## config.mk

```make
export PLATFORM = sky130hd
export DESIGN_NAME = wb_regfile
export DESIGN_NICKNAME = d
export VERILOG_FILES = /design/src/rtl/wb_regfile.sv
export SDC_FILE = /design/constraint.sdc
export NUM_CORES = 2
export LEC_CHECK = 0
export ABC_CLOCK_PERIOD_IN_PS = 42200
export BUFFER_PORTS_ARGS = -buffer_cell sky130_fd_sc_hd__buf_2
export CAP_MARGIN = 20
export CORE_AREA = 5 5 443 445
export DETAILED_ROUTE_END_ITERATION = 8
export DIE_AREA = 0 0 448 450
export HOLD_SLACK_MARGIN = 0.03
export SLEW_MARGIN = 10
export SYNTH_ARGS = -nofsm -noshare
export SYNTH_HDL_FRONTEND = slang
export SYNTH_SLANG_ARGS = --single-unit
```

## constraint.sdc

```tcl
create_clock -name clk -period 42.2 [get_ports clk]
set_clock_uncertainty 0.15 [all_clocks]
set_input_delay 8.44 -clock clk [delete_from_list [all_inputs] [get_ports clk]]
set_output_delay 8.44 -clock clk [all_outputs]
set_load 0.05 [all_outputs]
```

## src/rtl/wb_regfile.sv

```systemverilog
// Writeback stage and 32x32 general register file.
// Forms the writeback value (ALU, extended load data, or link address), commits
// it on the rising edge, serves two bypassed read ports, and counts retired
// instructions and committed writes for debug.
module wb_regfile #(
  parameter bit BYPASS_EN = 1'b1,
  parameter int CNT_W     = 32
) (
  input  logic             clk,
  input  logic             rst,
  input  logic [29:0]      fourPC,
  input  logic [1:0]       memToReg,
  input  logic [31:0]      aluResult,
  input  logic [31:0]      readData,
  input  logic [4:0]       writeDataReg,
  input  logic             regWrite,
  input  logic [31:0]      instruction,
  input  logic [4:0]       readReg1,
  input  logic [4:0]       readReg2,
  output logic [31:0]      readData1,
  output logic [31:0]      readData2,
  output logic [31:0]      wbData,
  output logic             wbWe,
  output logic [CNT_W-1:0] retireCount,
  output logic [CNT_W-1:0] writeCount
);

  localparam logic [5:0] OP_LB  = 6'h20;
  localparam logic [5:0] OP_LH  = 6'h21;
  localparam logic [5:0] OP_LBU = 6'h24;
  localparam logic [5:0] OP_LHU = 6'h25;

  logic [31:0]      gpr_r [0:31];
  logic [CNT_W-1:0] retire_cnt_r;
  logic [CNT_W-1:0] write_cnt_r;
  logic             wb_we_s;
  logic [31:0]      wb_data_s;

  // Sub-word load extension: picks the little-endian lane by byte offset and
  // sign/zero extends according to the load opcode; full word otherwise.
  function automatic logic [31:0] load_ext(input logic [5:0]  op,
                                           input logic [1:0]  off,
                                           input logic [31:0] word);
    logic [7:0]  lane_b;
    logic [15:0] lane_h;
    logic [31:0] res;
    case (off)
      2'd0:    lane_b = word[7:0];
      2'd1:    lane_b = word[15:8];
      2'd2:    lane_b = word[23:16];
      2'd3:    lane_b = word[31:24];
      default: lane_b = word[7:0];
    endcase
    if (off[1]) begin
      lane_h = word[31:16];
    end else begin
      lane_h = word[15:0];
    end
    case (op)
      OP_LB:   res = {{24{lane_b[7]}}, lane_b};
      OP_LBU:  res = {24'd0, lane_b};
      OP_LH:   res = {{16{lane_h[15]}}, lane_h};
      OP_LHU:  res = {16'd0, lane_h};
      default: res = word;
    endcase
    return res;
  endfunction

  // Writeback value select and effective write enable ($0 writes suppressed).
  always_comb begin
    wb_data_s = aluResult;
    case (memToReg)
      2'b01:   wb_data_s = load_ext(instruction[31:26], aluResult[1:0], readData);
      2'b10:   wb_data_s = {fourPC, 2'b00};
      default: wb_data_s = aluResult;
    endcase
    wb_we_s = regWrite && (writeDataReg != 5'd0);
  end

  // GPR array: cleared on reset, written with the writeback value when enabled.
  always_ff @(posedge clk or posedge rst) begin
    if (rst) begin
      for (int i = 0; i < 32; i++) begin
        gpr_r[i] <= 32'd0;
      end
    end else if (wb_we_s) begin
      gpr_r[writeDataReg] <= wb_data_s;
    end
  end

  // Debug counters: non-bubble retirements and committed GPR writes, wrapping.
  always_ff @(posedge clk or posedge rst) begin
    if (rst) begin
      retire_cnt_r <= {CNT_W{1'b0}};
      write_cnt_r  <= {CNT_W{1'b0}};
    end else begin
      if (instruction != 32'd0) begin
        retire_cnt_r <= retire_cnt_r + {{(CNT_W-1){1'b0}}, 1'b1};
      end
      if (wb_we_s) begin
        write_cnt_r <= write_cnt_r + {{(CNT_W-1){1'b0}}, 1'b1};
      end
    end
  end

  // Read ports: $0 reads zero, a matching in-flight write is bypassed when enabled.
  always_comb begin
    if (readReg1 == 5'd0) begin
      readData1 = 32'd0;
    end else if (BYPASS_EN && wb_we_s && (readReg1 == writeDataReg)) begin
      readData1 = wb_data_s;
    end else begin
      readData1 = gpr_r[readReg1];
    end
    if (readReg2 == 5'd0) begin
      readData2 = 32'd0;
    end else if (BYPASS_EN && wb_we_s && (readReg2 == writeDataReg)) begin
      readData2 = wb_data_s;
    end else begin
      readData2 = gpr_r[readReg2];
    end
  end

  assign wbData      = wb_data_s;
  assign wbWe        = wb_we_s;
  assign retireCount = retire_cnt_r;
  assign writeCount  = write_cnt_r;

endmodule
```

==> impl_summary.md <==
Layout
The post-layout utilization of the core is 0.3375. The design area is ~65000 um2. The share of cells above drive strength 1 is 0.2262. The signed area change from the synthesized netlist to the final layout is 13.44%. Once layout is complete, the cells apart from fillers number approximately 8000. The post-layout net count is around 5400.

Critical path
Of all nets on the critical path, the largest fanout is between 40 and 50. The cell occurring most often along the worst timing path is buf_4. The critical path contains buffers and inverters numbering 5 combined. On the worst path, the slowest cell contributes a delay of a little under 900 ps. The kind of cell with the highest combined delay on the critical path is buffers and inverters. The worst setup path is launched from a primary input. STA puts the critical path data required time at approximately 34000 ps. For this design, the slowest cell found on the critical path is nor3_1. The arrival time at the worst endpoint is about 13000 ps. The worst setup path is captured at an output port. The worst reg-to-reg setup slack is 39750 ps. The critical path goes through buf_6 -> buf_4 -> buf_4 -> buf_4 -> mux4_2 -> mux2i_1 -> o22ai_1 -> nor3_1 -> a211oi_1 -> buf_2.

The critical path is of the primary input to output port type.

Global route
The via count of the first global-routing pass is 44660. The first-pass GRT wire length is between 300000 and 400000 um. Entering global routing, the biggest net connects 162 pins. After global routing the overflow that remains totals 0. Across every metal layer, demand over resource in global routing totals 0.2056. The number of antenna violations at the first check in global routing was 7.

Clock network
The depth of the CTS H-tree is 3. The number of clock sinks is around 1100. The number of buffers created by CTS is approximately 110. Gates resized during post-CTS repair numbered 0. The post-CTS clock slew at the launch and capture registers of the worst setup and hold paths is about 60 ps. The master cell of the clock root buffer is clkbuf_16. The cts-stage hold buffer count is 0. The clock insertion delay at the later pin of the skew report is ~730 ps. The longest clock path from root to sink contains 3 buffers. After clock tree synthesis, the setup repair step added 0 buffers. The clock tree from TritonCTS is done.

Detailed routing
The total via count in the routed design is approximately 45000. The first routing iteration left about 4700 violations. After detailed routing, the number of vias per cell comes to 5.682.

The detail-routed net length per standard cell is between 20 and 30 um. After detailed routing, the number of remaining DRC violations is 0. Summed over all layers, the routed wires come to between 200000 and 250000 um. The number of detailed-routing iterations run before antenna repair is 6.

The number of nets still failing antenna checks after routing is 0.

Place
The congestion estimate from routability-driven global placement came to between 0.8 and 0.9. In this run the tool buffered the top-level ports with 306 buffer cells. Once detailed placement completed, the half-perimeter wirelength came to around 130000 um. The placed cell count is slightly below 8000. Prior to clock tree synthesis, the placed netlist has a worst setup slack of roughly 21000 ps. In this run the cell area measured after placement is ~60000 um2.

Synth
By count the netlist is led by nand2_1, dfrtp_1, o21ai_0. The most frequently used cell type in the post-synthesis netlist is nand2_1. The number of distinct standard cells referenced by the synthesized netlist is between 60 and 70. The synthesized design contains 0 enable-type register cells.

After synthesis, the share of flip-flops with an asynchronous set or reset is 1.000. When the netlist entered floorplanning its net count stood at between 5000 and 6000. A synthesized cell averages ~11 um2. The synthesized netlist cell count is between 5000 and 6000.

For this run, the register share of the synthesized area comes to 0.4771. The dominant cell type by area after synthesis is dfrtp_1. Yosys printed 0 warnings. After synthesis the netlist holds a flip-flop and latch count of between 1000 and 1500. By area the synthesized netlist is led by dfrtp_1, mux4_2, o21ai_0, nand2_1, clkbuf_1. The share of synthesized area in the top cell type comes to 0.4771. The total standard cell area after synthesis is between 50000 and 60000 um2. The flip-flop cell with the highest count after synthesis is dfrtp_1.

Timing
Based on the critical path, the design can be clocked at up to 46.53 MHz. The final-report setup violation count is 0. Setup repair after global routing left no endpoint under its margin. The total count of max-transition violations in the final report is 0. Final hold analysis gives a worst-case slack of between 200 and 250 ps. The headroom to the max-slew limit is 0.2087. Setup slack closes at 20710 ps. The transition time at the pin with the least slew margin is between 1000 and 1500 ps.

For the final routed database, the setup TNS stands at 0 ps. Of the available clock period, the critical path in the final layout requires 0.5093. The final number of hold-violating endpoints is 0. The worst path needs between 20000 and 25000 ps of the cycle, external delays included.

Flow run
The total of max-cap violations is 0.

Die
The vertical die dimension is around 450 um. The horizontal die dimension is 448 um. For this configuration, the core starts out at a cell density of 0.2976. The core box area is about 190000 um2. The die area is a little over 200000 um2. The floorplan has roughly 160 rows. In this run the count of I/O pins placed on the die edge is between 300 and 400.

Power and ir drop
Summing internal, switching and leakage power gives ~3.1 mW. The highest ir drop seen on vdd is between 0.03 and 0.04 mV. The power density normalized to cell area is just under 50 nW/um2. The leakage dissipation is 27.67 nW.

Outcome
The flow ran to the end, and the final reports show no timing, DRC or antenna violations.

Hold path
The worst min-delay path category is flop to flop.
==> final timing paths <==
kind	cells past startpoint	startpoint	end
worst min-delay path	0	gpr_r[1010]$_DFFE_PP0P_	gpr_r[1010]$_DFFE_PP0P_
worst max-delay path	10	readReg1[1]	readData1[3]
worst max register to register	5	retireCount[9]$_DFFE_PP0P_	retireCount[30]$_DFFE_PP0P_
worst min register to register	0	gpr_r[1010]$_DFFE_PP0P_	gpr_r[1010]$_DFFE_PP0P_
max in group asynchronous	5	rst	gpr_r[572]$_DFFE_PP0P_
min in group asynchronous	2	rst	writeCount[11]$_DFFE_PP0P_
==> worst reg2reg max path: cells and delay by family, from the launching register on <==
| kind | cells | cell delay (ps) |
|---|---|---|
| xor gates and xnor gates | 1 | 170 |
| AOI/OAI and AO/OA | 1 | 430 |
| and+or+nand+nor | 3 | 1170 |
| DFF | 1 | 460 |
==> power breakdown <==
group / switching (mW) / internal, mW
Clock: 0.436 / 0.607
Combinational: 0.410 / 0.291
Sequential: 0.142 / 1.23
Total: 0.989 / 2.13
==> cell usage in the layout, fill, tap and decap left out, types with 35 or more instances in the layout <==
cell and instances:
xnor2_1 35, a22oi_1 75, buf_2 300, a211oi_1 88, nor2_1 54, mux2i_1 113, nor4_1 48, a21oi_1 88
xor2_1 37, nand2_1 1129, nor3_1 40, o21ai_0 983, inv_1 62, o22ai_1 52, buf_4 127, mux4_2 496
dfrtp_1 1088, clkbuf_16 115, a22o_1 45
==> layer usage <==
metal / track usage / up-vias / part of all wire
li1: - / 19120 / -
met1: 0.2577 / 22770 / 0.38
met2: 0.3372 / 2328 / 0.47
met3: 0.03496 / 605 / 0.082
met4: 0.1158 / 6 / 0.066
met5: 0 / - / 0.00022
==> sequential cells by signal, indices dropped and copies added, names as in the netlist <==
signal / count
writeCount: 32
gpr_r: 1024
retireCount: 32
==> cells by family after synthesis <==
family,synth area share
XOR/XNOR,0.01105
buffers and inverters,0.04491
AO/OA/AOI/OAI,0.1398
AND/OR/NAND/NOR,0.1046
multiplexers,0.2217
adder cells (fa/ha/maj),0.0008771
flip-flops,0.4771
==> area by class of cell <==
class | instances | area (um2)
Clock buffer | 160 | 3227
Tap cell | 2526 | 3161
Fill cell | 19160 | 127000
Multi-Input combinational cell | 3573 | 27610
Antenna cell | 3 | 7.507
Inverter | 66 | 256.5
Sequential cell | 1088 | 27230
Timing Repair Buffer | 440 | 2700
Clock inverter | 35 | 539.3
Note: power is estimated with default switching activity, not from simulation.
